--- src/rtl/ula_contention_gen.sv ---
`default_nettype none
// ============================================================================
// Module   : ula_contention_gen
// Brief    : ULA beam counters, CPU contention and frame interrupt generation.
//            Optional Pentagon timing enabled by defining PENTAGON_TIMING_EN.
// Revision : 1.0 - initial release
// ============================================================================
module ula_contention_gen #(
    parameter int HC_CONT_START = 0,
    parameter int INT_LINE_48K  = 248,
    parameter int INT_LINE_PENT = 239,
    parameter int H_TOTAL_48K   = 448,
    parameter int V_TOTAL_48K   = 312,
    parameter int H_TOTAL_128K  = 456,
    parameter int V_TOTAL_128K  = 311,
    parameter int H_TOTAL_PENT  = 448,
    parameter int V_TOTAL_PENT  = 320,
    parameter int PAPER_LINES   = 192
) (
    input  logic        clk,
    input  logic        rst,
    input  logic        clk7en,
    input  logic [1:0]  timing_mode,
    input  logic [15:0] a,
    input  logic        mreq_n,
    input  logic        iorq_n,
    input  logic        bank_contended,
    output logic        cpu_contention,
    output logic        int_n,
    output logic [8:0]  hc,
    output logic [8:0]  vc
);

    localparam logic [1:0] c_MODE_48K  = 2'd0;
    localparam logic [1:0] c_MODE_128K = 2'd1;
    localparam logic [1:0] c_MODE_PENT = 2'd2;

    logic [8:0] r_hc;
    logic [8:0] r_vc;
    logic [1:0] r_mode;
    logic       r_cont;
    logic       r_int_n;
    logic [6:0] r_int_cnt;

    logic [1:0] w_mode_sel;
    logic [9:0] w_h_last;
    logic [9:0] w_v_last;
    logic [8:0] w_int_line;
    logic [8:0] w_int_start;
    logic [6:0] w_int_len;
    logic       w_hc_wrap;
    logic       w_vc_wrap;
    logic [9:0] w_hc_rel;
    logic       w_slot;
    logic [1:0] w_page;
    logic       w_mem;
    logic       w_io;
    logic       w_cont;
    logic       w_int_hit;
    logic       w_unused_a;

    // Requested mode; only copied into r_mode at reset and frame wrap.
    always_comb begin
        w_mode_sel = c_MODE_48K;
        if (timing_mode == 2'b01) begin
            w_mode_sel = c_MODE_128K;
        end
`ifdef PENTAGON_TIMING_EN
        else if (timing_mode == 2'b10) begin
            w_mode_sel = c_MODE_PENT;
        end
`endif
    end

    always_comb begin
        w_h_last    = 10'(H_TOTAL_48K - 1);
        w_v_last    = 10'(V_TOTAL_48K - 1);
        w_int_line  = 9'(INT_LINE_48K);
        w_int_start = 9'd0;
        w_int_len   = 7'd64;
        case (r_mode)
            c_MODE_128K: begin
                w_h_last    = 10'(H_TOTAL_128K - 1);
                w_v_last    = 10'(V_TOTAL_128K - 1);
                w_int_start = 9'd4;
                w_int_len   = 7'd72;
            end
            c_MODE_PENT: begin
                w_h_last   = 10'(H_TOTAL_PENT - 1);
                w_v_last   = 10'(V_TOTAL_PENT - 1);
                w_int_line = 9'(INT_LINE_PENT);
            end
            default: ;
        endcase
    end

    assign w_hc_wrap = ({1'b0, r_hc} >= w_h_last);
    assign w_vc_wrap = ({1'b0, r_vc} >= w_v_last);

    always_ff @(posedge clk) begin
        if (rst) begin
            r_hc   <= '0;
            r_vc   <= '0;
            r_mode <= w_mode_sel;
        end else if (clk7en) begin
            if (w_hc_wrap) begin
                r_hc <= '0;
                if (w_vc_wrap) begin
                    r_vc   <= '0;
                    r_mode <= w_mode_sel;
                end else begin
                    r_vc <= r_vc + 9'd1;
                end
            end else begin
                r_hc <= r_hc + 9'd1;
            end
        end
    end

    // Columns left of the window wrap to a large value, so one compare covers both edges.
    assign w_hc_rel = {1'b0, r_hc} - 10'(HC_CONT_START);
    assign w_slot   = (r_vc < 9'(PAPER_LINES)) && (w_hc_rel < 10'd256) && (w_hc_rel[3:0] < 4'd12);

    assign w_page = a[15:14];
    assign w_mem  = !mreq_n && ((w_page == 2'b01) ||
                    ((w_page == 2'b11) && bank_contended && (r_mode == c_MODE_128K)));
    assign w_io   = !iorq_n && (!a[0] || (w_page == 2'b01));
    assign w_cont = w_slot && (w_mem || w_io) && (r_mode != c_MODE_PENT);

    assign w_unused_a = &{1'b0, a[13:1]};

    always_ff @(posedge clk) begin
        if (rst) begin
            r_cont <= 1'b0;
        end else begin
            r_cont <= w_cont;
        end
    end

    // The pulse length is counted in pixel clocks so it survives a line wrap.
    assign w_int_hit = (r_vc == w_int_line) && (r_hc == w_int_start);

    always_ff @(posedge clk) begin
        if (rst) begin
            r_int_cnt <= '0;
            r_int_n   <= 1'b1;
        end else if (r_int_cnt != 7'd0) begin
            if (clk7en) begin
                r_int_cnt <= r_int_cnt - 7'd1;
            end
            r_int_n <= 1'b0;
        end else if (w_int_hit && r_int_n) begin
            r_int_cnt <= clk7en ? (w_int_len - 7'd1) : w_int_len;
            r_int_n   <= 1'b0;
        end else begin
            r_int_n <= 1'b1;
        end
    end

    assign hc             = r_hc;
    assign vc             = r_vc;
    assign cpu_contention = r_cont;
    assign int_n          = r_int_n;

endmodule
`default_nettype wire
--- config.mk ---
export PLATFORM = sky130hd
export DESIGN_NAME = ula_contention_gen
export DESIGN_NICKNAME = d
export VERILOG_FILES = /design/src/rtl/ula_contention_gen.sv
export SDC_FILE = /design/constraint.sdc
export NUM_CORES = 1
export LEC_CHECK = 0
export BUFFER_PORTS_ARGS = -buffer_cell sky130_fd_sc_hd__buf_2
export CAP_MARGIN = 5
export CORE_ASPECT_RATIO = 1.2
export CORE_MARGIN = 3
export CORE_UTILIZATION = 30
export CTS_CLUSTER_SIZE = 24
export DETAILED_ROUTE_END_ITERATION = 10
export PLACE_DENSITY = 0.48
export REMOVE_ABC_BUFFERS = 1
export SKIP_CTS_REPAIR_TIMING = 1
export SLEW_MARGIN = 20
export SYNTH_ARGS = -nofsm -noshare
export SYNTH_HDL_FRONTEND = slang
export SYNTH_SLANG_ARGS = --single-unit
--- constraint.sdc ---
create_clock -name clk -period 1.95 [get_ports clk]
set_input_delay 0.195 -clock clk [delete_from_list [all_inputs] [get_ports clk]]
set_output_delay 0.195 -clock clk [all_outputs]
set_load 0.03 [all_outputs]
# == Yosys cells after proc, flatten, opt, wreduce, memory -nomap -nowiden ==
# Index checks and enable logic that the tools add are counted.
# classes
addsub,4
mul,0
div_mod_pow,0
n_lt_le_gt_ge,5
eq_ne,9
n_shift,0
muxes,18
n_bitwise,0
reduce_logical,24
# ops
cell,count
7-bit 2-to-1 mux,5
9-bit by 10-bit >= comparator with 1-bit output,2
"9-bit by 1-bit adder with 9-bit output, second input constant",2
9-bit equality test,2
9-bit 2-to-1 mux,2
"7-bit by 1-bit subtractor with 7-bit output, second input constant",2
1-bit logical AND,10
"9-bit by 8-bit less-than comparator with 1-bit output, second input constant",1
"9-bit less-than comparator, second input constant",1
2-bit 2-to-1 mux,4
4-bit case mux with 2 select lines,1
2-bit nonzero test,4
7-bit nonzero test,1
"2-bit by 1-bit equality test with 1-bit output, second input constant",3
5-bit 2-to-1 mux,1
"2-bit equality test, second input constant",2
"4-bit less-than comparator, second input constant",1
4-bit 2-to-1 mux,1
"2-bit != test, second input constant",2
2-bit AND reduction,2
1-bit logical NOT,3
1-bit logical OR,3
1-bit 2-to-1 mux,3
3-bit 2-to-1 mux,1
3-bit AND reduction,1
# word_totals
regBits,29
latchBits,0
mem_bits_rw,0
romBits,0
in_bits,24
wordCells,66
n_memories,0

# == Depth between registers and ports, before layout ==
# Gate-level depths: netlist (run 1).
# logic_depth
depth_word,8
ltp_mapped,8
mapped_depth_nobuf,7

# == Least setup slack after synthesis (run 1) ==
# No wires, ideal clock.
# synth_path
kind,register -> register
from,register r_vc[0] (netlist: vc[0])
to,"register r_mode[0], enable pin"
arrival_time_ps,1681
required_ps,1638
path_slack_ps,-42
stages_incl_launch_ff,7
n_path_buf,0
path_cell_list,dfxtp_1 > inv_1 > ha_1 > nor2b_1 > o31ai_2 > nand4_1 > o21ai_1
# synth_via
elab_chain_cells,3
# synth_lines
element,line_no,source
from (decl),39,logic [8:0] r_vc;
from (signal assigned),112,r_vc <= r_vc + 9'd1;
9-bit by 10-bit >= comparator with 1-bit output,98,"assign w_vc_wrap = ({1'b0, r_vc} >= w_v_last);"
2-bit nonzero test (no line),--,
3-bit AND reduction (no line),--,
to (signal assigned),104,r_mode <= w_mode_sel;
to (signal assigned),110,r_mode <= w_mode_sel;
to (decl),40,logic [1:0] r_mode;
# Every way passes these cells.
# A chain may end at the register's enable or synchronous reset.

# == Worst setup path after layout (run 1) ==
# layout_path
from,register r_mode[0]
to,register r_vc[6] (netlist: vc[6])
# layout_via
elab_chain_cells,4
word_cells_on_any_way,8
cone_classes,order compare (2); eq/ne (2); mux (3); reduce/logical (1)
# layout_lines
element,line_no,source
2-bit equality test / 2-bit by 1-bit equality test with 1-bit output (equally long branches),81,case (r_mode)
4-bit case mux with 2 select lines / 7-bit 2-to-1 mux (equally long branches),81,
"9-bit by 10-bit >= comparator with 1-bit output, on equally long branches","98, 97",
9-bit 2-to-1 mux / 2-bit AND reduction (equally long branches),--,
# Parallel ways exist; a longest one is shown, timed or not.

==> results of run 1 <==
[cells in the final DEF, fill, tap and decap left out, types with 3 or more instances in the layout]
master / netlist / final
sky130_fd_sc_hd__dfxtp_1: 27 / 27
sky130_fd_sc_hd__clkbuf_8: 0 / 3
sky130_fd_sc_hd__o21ai_1: 4 / 4
sky130_fd_sc_hd__xor2_1: 5 / 5
sky130_fd_sc_hd__nand3_1: 13 / 13
sky130_fd_sc_hd__nand2b_1: 4 / 4
sky130_fd_sc_hd__o41ai_2: 3 / 3
sky130_fd_sc_hd__o21ai_0: 5 / 5
sky130_fd_sc_hd__nand2_1: 21 / 21
sky130_fd_sc_hd__inv_1: 13 / 12
sky130_fd_sc_hd__nor3_1: 11 / 11
sky130_fd_sc_hd__buf_4: 0 / 26
sky130_fd_sc_hd__ha_1: 12 / 12
sky130_fd_sc_hd__a21oi_1: 16 / 15
sky130_fd_sc_hd__a21oi_2: 2 / 3
sky130_fd_sc_hd__buf_2: 2 / 30
sky130_fd_sc_hd__o31ai_1: 3 / 3
sky130_fd_sc_hd__a31oi_1: 6 / 6
sky130_fd_sc_hd__nand4_1: 6 / 6
sky130_fd_sc_hd__nor2_1: 16 / 15
[routing by layer]
metal	global-route usage	vias to the layer above	part of all wire
met1	0.202	783	0.49
met3	0.0212	2	0.026
met2	0.223	23	0.48
li1	-	880	-
met5	0	-	0
met4	0.0262	0	0.0061
[logic make-up (layout without fill, tap and decap cells)]
logic type | Yosys count | in the layout | share of synthesized area
xor+xnor | 6 | 6 | 0.0299
simple gates | 92 | 92 | 0.292
fa+ha+maj | 12 | 12 | 0.0855
mux | 2 | 2 | 0.0114
compound gates | 51 | 51 | 0.200
buf+inv | 22 | 74 | 0.0570
flops | 28 | 28 | 0.325
[path summary, 6_finish.rpt]
kind	to	slack, ns	cells after the start
worst max register to register	vc[6]	0.03	6
worst min-delay path	r_mode[0]	0.18	2
worst max-delay path	vc[6]	0.03	6
worst min register to register	r_int_cnt[6]	0.52	2
[metrics by stage]
step / TNS (ns) / worst slack [ns]
after global placement: 0 / 0.00741
after global routing: -0.182 / -0.108
after CTS: -0.158 / -0.0748
after detailed placement: -0.0296 / -0.0237
after floorplan: -0.0595 / -0.0595
final: 0 / 0.0349
[sequential cells by signal (all words and copies together) (netlist names)]
register	count
cpu_contention	1
int_n	1
hc	9
r_int_cnt	7
vc	9
r_mode	1
[layout make-up]
cell class              count  area share
inverters                  14      0.0238
flip-flops and latches     28       0.258
repair buffers             56       0.156
clock buffers               4      0.0204
well taps                  77      0.0436
multi-input cells         163       0.497
[power groups by stage]
stage,logic (mW),clock network (mW),registers (mW)
6_report,0.494,0.339,0.683
4_1_cts,0.492,0.355,0.684
5_1_grt,0.560,0.379,0.695
2_1_floorplan,0.338,0,0.709
3_5_place_dp,0.487,0,0.696
3_3_place_gp,0.494,0,0.696
==> results.rst, run 1 <==
.. list-table::
   :header-rows: 1

   * - Metric
     - Value
   * - Crit path max-delay family
     - compound AO/OA/AOI/OAI gates
   * - Cells along the critical path
     - ha_1 > nand4_1 > a21oi_2 > o21a_2 > nand2_4 > o41ai_2
   * - Routed wirelength normalized by instance count
     - 13.4 um
   * - Fraction of layout instances using a drive strength above 1
     - 0.302
   * - CTS H-tree lvls
     - 1
   * - Clock power share
     - 0.223
   * - Sum of net half-perimeters after detailed placement
     - 3.61 mm
   * - Core region area
     - 5480 um^2
   * - Required time of the critical path
     - 2.14 ns
   * - Synth-to-Final Area Change
     - 25.8%
   * - Area of placed instances
     - 2130 um^2
   * - Fin. Hold Viols
     - 0
   * - GR Overflow Total
     - 0
   * - Sequential group share of total power
     - 0.451
   * - Total of endpoints with negative setup slack in the final report
     - 0
   * - Insertion delay to the later sink of the worst-skew pair
     - 0.28 ns
   * - Worst Max-Slew Pin Slew
     - 0.363 ns
   * - Final clock period utilization by the worst path
     - 0.982
   * - Violation count after the first detailed-route iteration
     - 117
   * - Number of cells in the design after placement
     - 336
   * - Power share of the combinational group
     - 0.326
   * - Area of the multi-input gates
     - 1100 um^2
   * - Count of port buffers added during placement
     - 30
   * - Final cell utilization of the core
     - 0.403
   * - Diodes inserted
     - 0
   * - Kind of capture point of the worst setup path
     - flop
   * - Post-Synthesis Cell Area
     - 1760 um^2
   * - CP max-delay cell
     - sky130_fd_sc_hd__edfxtp_1
   * - Residual DRC count
     - 0
   * - Worst min-delay path category
     - input pin to flop
   * - Storage element area
     - 571 um^2
   * - Register area share after synthesis
     - 0.325
   * - Maximum vdd drop
     - 0.000244 V
   * - Fillcell total
     - 576
   * - Library cell with the largest summed area after synthesis
     - sky130_fd_sc_hd__dfxtp_1
   * - Number of antenna violations at the first check in global routing
     - 0
   * - Number of clock buffers inserted by TritonCTS
     - 3
   * - Source of the worst register-to-register timing path
     - r_mode[0]
   * - Synth top area share
     - 0.308
   * - Critical path startpoint
     - r_mode[0]
   * - Synth warn
     - 0
   * - Routed wire length
     - 4.59 mm
   * - Total power draw
     - 1.52 mW
   * - Post-CTS clock slew at the launch and capture registers of the worst setup and hold paths
     - 0.10 ns
   * - Worst clock skew
     - 0.00298 ns
   * - Most common flop cell mapped by yosys
     - sky130_fd_sc_hd__dfxtp_1
   * - Full die area
     - 6810 um^2
   * - Arrival time at the worst endpoint
     - 2.11 ns
   * - Post-synth top cells
     - sky130_fd_sc_hd__dfxtp_1, sky130_fd_sc_hd__nand2_1, sky130_fd_sc_hd__a21oi_1, sky130_fd_sc_hd__nor2_1
   * - Most common cell in the synthesized netlist
     - sky130_fd_sc_hd__dfxtp_1
   * - RSZ-0062 raised after global routing
     - true
   * - Outcome
     - finished clean
   * - Pre-Repair DR Iteration Count
     - 4
   * - GP Congestion
     - 0.740
   * - Number of buffer and inverter stages on the critical path
     - 0
   * - Number of global-route vias before repair
     - 1635
   * - Start-to-end type of the worst setup path
     - flop to flop
   * - Sinks on Clock Net
     - 28
   * - Site Rows
     - 29
   * - CTS max path bufs
     - 2
   * - Number of max-capacitance violations reported
     - 0
   * - Number of pins with negative max-slew slack in the final report
     - 0
   * - Mapped Cells
     - 213
   * - Pwr/cell area
     - 686 nW/um^2
   * - Cell-internal power
     - 957 uW
   * - Synth cell types
     - 50
   * - Filler-free cell count of the finished design
     - 342
   * - Drt via density
     - 4.94
   * - Switching portion of total power
     - 0.368
   * - Die X-Extent
     - 75.8 um
   * - Proportion of register bits with asynchronous set or reset after synthesis
     - 0
   * - Synth Area per Inst
     - 8.24 um^2
   * - Top post-synthesis cells by area
     - sky130_fd_sc_hd__dfxtp_1, sky130_fd_sc_hd__ha_1, sky130_fd_sc_hd__a21oi_1, sky130_fd_sc_hd__nand2_1, sky130_fd_sc_hd__nand3_1
   * - Top achievable clock speed
     - 522 MHz
   * - Critical path launch point type
     - flop
   * - Largest fanout on the critical path
     - 6
   * - Starting utilization of the core area
     - 0.320
   * - Cell at the root of the clock tree
     - sky130_fd_sc_hd__clkbuf_8
   * - Net Switching
     - 558 uW
   * - DIE HEIGHT
     - 89.8 um
   * - Residual antenna-violating net count after detailed routing
     - 0
   * - Vias after detailed routing
     - 1688
   * - Maximum number of pins on one net before global-route repair
     - 16
   * - Number of enable flip-flop cells after synthesis
     - 1
   * - First-pass GRT wire length
     - 7.80 mm
   * - Final design instance area without fill
     - 2210 um^2
   * - WHS
     - 0.181 ns
   * - Number of placed I/O pins
     - 44
   * - Delay of the slowest cell on the worst path
     - 0.51 ns
   * - Total track usage
     - 0.141
   * - Startpoint of the lowest-slack hold path
     - timing_mode[1]
   * - Worst slew margin relative to its limit
     - 0.755
   * - TritonCTS clock tree
     - done
   * - Flop and latch count out of synthesis
     - 28
   * - Static leakage power
     - 0.932 nW
   * - Time the final worst path needs with I/O delays and setup
     - 1.92 ns
   * - Fin nets
     - 302
Note: power is estimated with default switching activity, not from simulation.
==> inputs of run 2 (changes only) <==
Settings changed: BUFFER_PORTS_ARGS -buffer_cell sky130_fd_sc_hd__buf_2 to unset, DONT_BUFFER_PORTS set to 1, PLACE_DENSITY 0.48 to 0.41.
==> run 2 against run 1 <==
Largest power group unchanged; final cell count is 5.0% lower; the flow now finishes with violations (negative hold slack); sequential power grew 0.6%; sequential share of layout area shrank 0.22 points; total power decreased by 0.19%; highest routed layer unchanged; wire length up 12%; setup slack better by 0.013 ns; flip-flop and latch count did not move; hold slack lost 0.21 ns.
==> results.rst, run 2 (synthesis results as in run 1) <==
.. list-table::
   :header-rows: 1

   * - Metric
     - Value
   * - Sum of net half-perimeters after detailed placement
     - 3.82 mm (was 3.61 mm)
   * - WHS
     - -0.0267 ns (was 0.181 ns)
   * - Worst slew margin relative to its limit
     - 0.699 (was 0.755)
   * - Sequential group share of total power
     - 0.454 (was 0.451)
   * - Number of antenna violations at the first check in global routing
     - 0 (unchanged)
   * - Failing checks
     - negative hold slack
   * - Worst setup slack after placement
     - -0.139 ns (was -0.0237 ns)
   * - Number of max-capacitance violations reported
     - 0 (unchanged)
   * - RSZ-0062 raised after global routing
     - true (unchanged)
   * - Maximum number of pins on one net before global-route repair
     - 27 (was 16)
   * - Final cell utilization of the core
     - 0.406 (was 0.403)
   * - Fin. Hold Viols
     - 13 (was 0)
   * - Power share of the combinational group
     - 0.323 (was 0.326)
   * - Vias after detailed routing
     - 1736 (was 1688)
   * - Critical path capture point
     - vc[6] (unchanged)
   * - Starting utilization of the core area
     - 0.320 (unchanged)
   * - Full die area
     - 6810 um^2 (unchanged)
   * - Reg2reg path depth
     - 7 (was 6)
   * - Critical path launch point type
     - flop (unchanged)
   * - Worst clock skew
     - 0.00415 ns (was 0.00298 ns)
   * - Pwr/cell area
     - 679 nW/um^2 (was 686 nW/um^2)
   * - GP Congestion
     - 0.798 (was 0.740)
   * - Diodes inserted
     - 0 (unchanged)
   * - Violation count after the first detailed-route iteration
     - 36 (was 117)
   * - Cell-internal power
     - 959 uW (was 957 uW)
   * - Start-to-end type of the worst setup path
     - flop to flop (unchanged)
   * - Source of the worst register-to-register timing path
     - r_mode[0] (unchanged)
   * - Outcome
     - finished, violations left (was finished clean)
   * - Cell at the root of the clock tree
     - sky130_fd_sc_hd__clkbuf_8 (unchanged)
   * - Insertion delay to the later sink of the worst-skew pair
     - 0.28 ns (about the same)
   * - Residual DRC count
     - 0 (unchanged)
   * - Fraction of layout instances using a drive strength above 1
     - 0.262 (was 0.302)
   * - Clock power share
     - 0.222 (was 0.223)
   * - Final clock period utilization by the worst path
     - 0.975 (was 0.982)
   * - Total track usage
     - 0.154 (was 0.141)
   * - Synth-to-Final Area Change
     - 26.9% (was 25.8%)
   * - Routed wire length
     - 5.13 mm (was 4.59 mm)
   * - GR Overflow Total
     - 0 (unchanged)
   * - Die X-Extent
     - 75.8 um (unchanged)
   * - Required time of the critical path
     - 2.11 ns (was 2.14 ns)
   * - Most used cells in the layout excluding fill and tap cells
     - sky130_fd_sc_hd__buf_4, sky130_fd_sc_hd__dfxtp_1, sky130_fd_sc_hd__nand2_1, sky130_fd_sc_hd__a21oi_1, sky130_fd_sc_hd__nor2_1 (was sky130_fd_sc_hd__buf_2, sky130_fd_sc_hd__dfxtp_1, sky130_fd_sc_hd__buf_4, sky130_fd_sc_hd__nand2_1)
   * - Pre-Repair DR Iteration Count
     - 4 (unchanged)
   * - Fin nets
     - 285 (was 302)
   * - WHS Path Cells
     - 1 (was 2)
   * - DIE HEIGHT
     - 89.8 um (unchanged)
   * - Number of pins with negative max-slew slack in the final report
     - 0 (unchanged)
   * - Kind of capture point of the worst setup path
     - flop (unchanged)
   * - CTS max path bufs
     - 2 (unchanged)
   * - Reg2reg setup slack
     - 0.05 ns (was 0.03 ns)
   * - Worst min-delay path category
     - input pin to flop (unchanged)
   * - Time the final worst path needs with I/O delays and setup
     - 1.90 ns (was 1.92 ns)
   * - Total power draw
     - 1.51 mW (was 1.52 mW)
   * - Net Switching
     - 554 uW (was 558 uW)
   * - Sinks on Clock Net
     - 28 (unchanged)
   * - Total of endpoints with negative setup slack in the final report
     - 0 (unchanged)
   * - TritonCTS clock tree
     - done (unchanged)
   * - Fillcell total
     - 560 (was 576)
   * - Count of port buffers added during placement
     - 0 (was 30)
   * - Largest fanout on the critical path
     - 7 (was 6)
   * - Core region area
     - 5480 um^2 (unchanged)
   * - Most common library cell in the layout ignoring fill and taps
     - sky130_fd_sc_hd__buf_4 (was sky130_fd_sc_hd__buf_2)
   * - Worst Max-Slew Pin Slew
     - 0.452 ns (was 0.363 ns)
   * - Endpoint of the worst register-to-register path
     - vc[6] (unchanged)
   * - Arrival time at the worst endpoint
     - 2.07 ns (was 2.11 ns)
   * - Maximum vdd drop
     - 0.000286 V (was 0.000244 V)
   * - CTS H-tree lvls
     - 1 (unchanged)
   * - Final Worst Setup Slack
     - 0.0483 ns (was 0.0349 ns)
   * - Routed wirelength normalized by instance count
     - 15.8 um (was 13.4 um)
   * - Static leakage power
     - 0.873 nW (was 0.932 nW)
   * - Drt via density
     - 5.34 (was 4.94)
   * - First-pass GRT wire length
     - 8.26 mm (was 7.80 mm)
   * - Number of global-route vias before repair
     - 1659 (was 1635)
   * - Number of placed I/O pins
     - 44 (unchanged)
   * - Residual antenna-violating net count after detailed routing
     - 0 (unchanged)
   * - Setup TNS after final layout
     - 0 ns (unchanged)
   * - Critical path startpoint
     - r_mode[0] (unchanged)
   * - Top achievable clock speed
     - 526 MHz (was 522 MHz)
   * - Post-CTS clock slew at the launch and capture registers of the worst setup and hold paths
     - 0.10 ns (about the same)
   * - Number of clock buffers inserted by TritonCTS
     - 3 (unchanged)
   * - Site Rows
     - 29 (unchanged)
   * - Switching portion of total power
     - 0.366 (was 0.368)
run 2: changes by cell type in the layout (fill, tap and decap cells not counted), sizes merged:
cell | previous run | this run
buf | 56 | 39
run 2: stage by stage:
stage                     cells  area [um^2]
after floorplan             205         1710
after global placement      317         2070
after detailed placement    317         2070
after CTS                   321         2110
after global routing        325         2230
final                       325         2230
run 2: power groups by stage:
stage	registers [mW]	logic [mW]	clock network [mW]
4_1_cts	0.688	0.473	0.354
6_report	0.687	0.489	0.336
5_1_grt	0.693	0.535	0.372
2_1_floorplan	0.709	0.338	0
3_5_place_dp	0.700	0.470	0
3_3_place_gp	0.699	0.459	0
run 2: worst min-delay path by stage:
stage,start,end
2_1_floorplan,rst,hc[1]
3_3_place_gp,rst,r_int_cnt[2]
3_5_place_dp,rst,hc[3]
4_1_cts,rst,r_int_cnt[3]
5_1_grt,rst,r_int_cnt[3]
6_report,rst,r_int_cnt[3]
run 2: per-layer routing:
| layer | up-vias | wire length [um] | GRT usage |
|---|---|---|---|
| met1 | 842 | 2140 | 0.200 |
| met5 | - | 0 | 0 |
| met4 | 0 | 120 | 0.0612 |
| met3 | 8 | 267 | 0.0290 |
| met2 | 41 | 2600 | 0.243 |
| li1 | 845 | - | - |
run 2: final cells by class:
type,instances,area [um^2],share of cell area
flip-flops and latches,28,571,0.256
well taps,77,96.3,0.0433
repair buffers,39,297,0.133
inverters,14,52.6,0.0236
multi-input cells,163,1170,0.524
clock buffers,4,45.0,0.0202
run 2: critical path, cell delays in order, from the launching register on:
cell and delay (ns):
sky130_fd_sc_hd__edfxtp_1 0.42, sky130_fd_sc_hd__buf_6 0.15, sky130_fd_sc_hd__ha_4 0.26, sky130_fd_sc_hd__nand4_1 0.15, sky130_fd_sc_hd__a21oi_4 0.27, sky130_fd_sc_hd__nor2_4 0.11
sky130_fd_sc_hd__o311ai_4 0.29, sky130_fd_sc_hd__o41ai_4 0.12
==> inputs of run 3 (changes only) <==
Settings changed: PLACE_DENSITY 0.41 to 0.4.
Clock period 1.95 ns to 1.91 ns, I/O delays scaled along.
==> run 3 against run 2 <==
The run ends with negative hold slack, negative setup slack left; setup slack worse by 0.049 ns; clock skew increased by 0.0055 ns; die area unchanged; flip-flop and latch count unchanged; core utilization is 0.21 points lower; total power rose by 3.5%; first-iteration DRC count is 86% higher; hold slack lost 0.0089 ns; global-route usage grew 0.17 points; register-to-register slack worse by 0.05 ns; sequential power is 2% higher; final cell count is 0.92% lower; critical path type unchanged; largest power group unchanged; highest routed layer unchanged.
==> results.rst, run 3 (synthesis results as in run 1) <==
.. list-table::
   :header-rows: 1

   * - Metric
     - Value
   * - Insertion delay to the later sink of the worst-skew pair
     - 0.28 ns (about the same)
   * - CTS H-tree lvls
     - 1 (unchanged)
   * - Residual antenna-violating net count after detailed routing
     - 0 (unchanged)
   * - Critical path capture point
     - vc[6] (unchanged)
   * - Final design instance area without fill
     - 2220 um^2 (was 2230 um^2)
   * - Vias after detailed routing
     - 1665 (was 1736)
   * - Fin. Hold Viols
     - 14 (was 13)
   * - Most used cells in the layout excluding fill and tap cells
     - sky130_fd_sc_hd__buf_4, sky130_fd_sc_hd__dfxtp_1, sky130_fd_sc_hd__nand2_1, sky130_fd_sc_hd__a21oi_1, sky130_fd_sc_hd__nor2_1 (unchanged)
   * - Number of antenna violations at the first check in global routing
     - 0 (unchanged)
   * - Number of clock buffers inserted by TritonCTS
     - 3 (unchanged)
   * - WHS
     - -0.0355 ns (was -0.0267 ns)
   * - Starting utilization of the core area
     - 0.320 (unchanged)
   * - Sequential group share of total power
     - 0.448 (was 0.454)
   * - WHS Path Cells
     - 1 (unchanged)
   * - Arrival time at the worst endpoint
     - 2.10 ns (was 2.07 ns)
   * - Area of placed instances
     - 2050 um^2 (was 2070 um^2)
   * - Number of pins with negative max-slew slack in the final report
     - 0 (unchanged)
   * - DIE HEIGHT
     - 89.8 um (unchanged)
   * - CTS max path bufs
     - 2 (unchanged)
   * - Total track usage
     - 0.155 (was 0.154)
   * - Power share of the combinational group
     - 0.334 (was 0.323)
   * - Time the final worst path needs with I/O delays and setup
     - 1.91 ns (was 1.90 ns)
   * - Startpoint of the lowest-slack hold path
     - rst (unchanged)
   * - Switching portion of total power
     - 0.361 (was 0.366)
   * - Filler-free cell count of the finished design
     - 322 (was 325)
   * - Full die area
     - 6810 um^2 (unchanged)
   * - GR Overflow Total
     - 0 (unchanged)
   * - Final cell utilization of the core
     - 0.404 (was 0.406)
   * - Worst min-delay path category
     - input pin to flop (unchanged)
   * - Start-to-end type of the worst setup path
     - flop to flop (unchanged)
   * - Total of endpoints with negative setup slack in the final report
     - 1 (was 0)
   * - Static leakage power
     - 0.842 nW (was 0.873 nW)
   * - Number of max-capacitance violations reported
     - 0 (unchanged)
   * - Final Worst Setup Slack
     - -0.00117 ns (was 0.0483 ns)
   * - Number of placed I/O pins
     - 44 (unchanged)
   * - Routed wirelength normalized by instance count
     - 15.8 um (about the same)
   * - Number of global-route vias before repair
     - 1695 (was 1659)
   * - RSZ-0062 raised after global routing
     - true (unchanged)
   * - Maximum number of pins on one net before global-route repair
     - 27 (unchanged)
   * - First-pass GRT wire length
     - 8.41 mm (was 8.26 mm)
   * - Violation count after the first detailed-route iteration
     - 67 (was 36)
   * - Largest fanout on the critical path
     - 5 (was 7)
   * - Required time of the critical path
     - 2.10 ns (was 2.11 ns)
   * - Pwr/cell area
     - 707 nW/um^2 (was 679 nW/um^2)
   * - Net Switching
     - 565 uW (was 554 uW)
   * - Critical path startpoint
     - r_mode[0] (unchanged)
   * - Fin nets
     - 282 (was 285)
   * - Diodes inserted
     - 0 (unchanged)
   * - Worst clock skew
     - 0.00968 ns (was 0.00415 ns)
   * - Kind of capture point of the worst setup path
     - flop (unchanged)
   * - Failing checks
     - negative hold slack, negative setup slack (was negative hold slack)
   * - Clock power share
     - 0.218 (was 0.222)
   * - Residual DRC count
     - 0 (unchanged)
   * - Routed wire length
     - 5.10 mm (was 5.13 mm)
   * - TritonCTS clock tree
     - done (unchanged)
   * - Fraction of layout instances using a drive strength above 1
     - 0.265 (was 0.262)
   * - Synth-to-Final Area Change
     - 26.2% (was 26.9%)
   * - Final clock period utilization by the worst path
     - 1.00 (was 0.975)
   * - Cell-internal power
     - 1.00 mW (was 959 uW)
   * - Sinks on Clock Net
     - 28 (unchanged)
   * - Worst Max-Slew Pin Slew
     - 0.425 ns (was 0.452 ns)
   * - Cell at the root of the clock tree
     - sky130_fd_sc_hd__clkbuf_8 (unchanged)
   * - Post-CTS clock slew at the launch and capture registers of the worst setup and hold paths
     - 0.10 ns (about the same)
   * - Count of port buffers added during placement
     - 0 (unchanged)
   * - Outcome
     - finished, violations left (unchanged)
   * - Critical path launch point type
     - flop (unchanged)
   * - Endpoint of the worst register-to-register path
     - vc[6] (unchanged)
   * - Top achievable clock speed
     - 523 MHz (was 526 MHz)
   * - Source of the worst register-to-register timing path
     - r_mode[0] (unchanged)
   * - Core region area
     - 5480 um^2 (unchanged)
   * - Site Rows
     - 29 (unchanged)
   * - Reg2reg path depth
     - 7 (unchanged)
   * - Die X-Extent
     - 75.8 um (unchanged)
   * - Sum of net half-perimeters after detailed placement
     - 3.85 mm (was 3.82 mm)
   * - Worst slew margin relative to its limit
     - 0.717 (was 0.699)
   * - Drt via density
     - 5.17 (was 5.34)
   * - Pre-Repair DR Iteration Count
     - 5 (was 4)
   * - Worst setup slack after placement
     - -0.119 ns (was -0.139 ns)
   * - Maximum vdd drop
     - 0.000234 V (was 0.000286 V)
   * - Reg2reg setup slack
     - -0.001 ns (was 0.05 ns)
   * - Number of cells in the design after placement
     - 315 (was 317)
   * - GP Congestion
     - 0.768 (was 0.798)
   * - Most common library cell in the layout ignoring fill and taps
     - sky130_fd_sc_hd__buf_4 (unchanged)
==> run 3: cell count changes in the layout (fill, tap and decap cells not counted), sizes merged <==
cell and delta:
buf -3
==> run 3: power by group through the flow <==
| stage | combinational, mW | sequential (mW) | clock (mW) |
|---|---|---|---|
| final | 0.523 | 0.702 | 0.341 |
| after global routing | 0.589 | 0.710 | 0.389 |
| after CTS | 0.512 | 0.704 | 0.359 |
| after detailed placement | 0.506 | 0.717 | 0 |
| after global placement | 0.494 | 0.714 | 0 |
| after floorplan | 0.345 | 0.724 | 0 |
==> run 3: worst max-delay path, stage by stage, from the launching register on <==
cell                       delay [ns]
sky130_fd_sc_hd__edfxtp_1        0.42
sky130_fd_sc_hd__buf_6           0.16
sky130_fd_sc_hd__ha_4            0.26
sky130_fd_sc_hd__nand4_1         0.15
sky130_fd_sc_hd__a21oi_4         0.25
sky130_fd_sc_hd__o21a_4          0.20
sky130_fd_sc_hd__nand2_4         0.07
sky130_fd_sc_hd__o41ai_2         0.30
==> run 3: worst min path at each step <==
| stage | to | slack [ns] |
|---|---|---|
| 3_3_place_gp | hc[3] | 0.26 |
| 5_1_grt | vc[1] | -0.06 |
| 4_1_cts | r_int_cnt[6] | -0.04 |
| 6_report | vc[1] | -0.04 |
| 2_1_floorplan | hc[1] | 0.26 |
| 3_5_place_dp | r_int_cnt[3] | 0.27 |
==> run 3: metrics by stage <==
stage	TNS (ns)	power (mW)
floorplan	-0.0999	1.07
global placement	-0.336	1.21
detailed placement	-0.790	1.22
global route	-0.393	1.69
CTS	-1.38	1.57
finish	-0.00117	1.57
==> run 3: final cells by class <==
cell class | instances | area [um^2]
fillers | 578 | 3260
flip-flops and latches | 28 | 571
inverters | 14 | 52.6
repair buffers | 36 | 278
multi-input cells | 163 | 1170
well taps | 77 | 96.3
clock buffers | 4 | 45.0
==> run 3: metal layers <==
layer,up-vias,GRT usage,share of wire,wire length (um)
met5,-,0,0,0
met4,0,0.0481,0.0098,50
met3,4,0.0268,0.036,186
met2,37,0.251,0.51,2590
met1,785,0.205,0.45,2280
li1,839,-,-,-
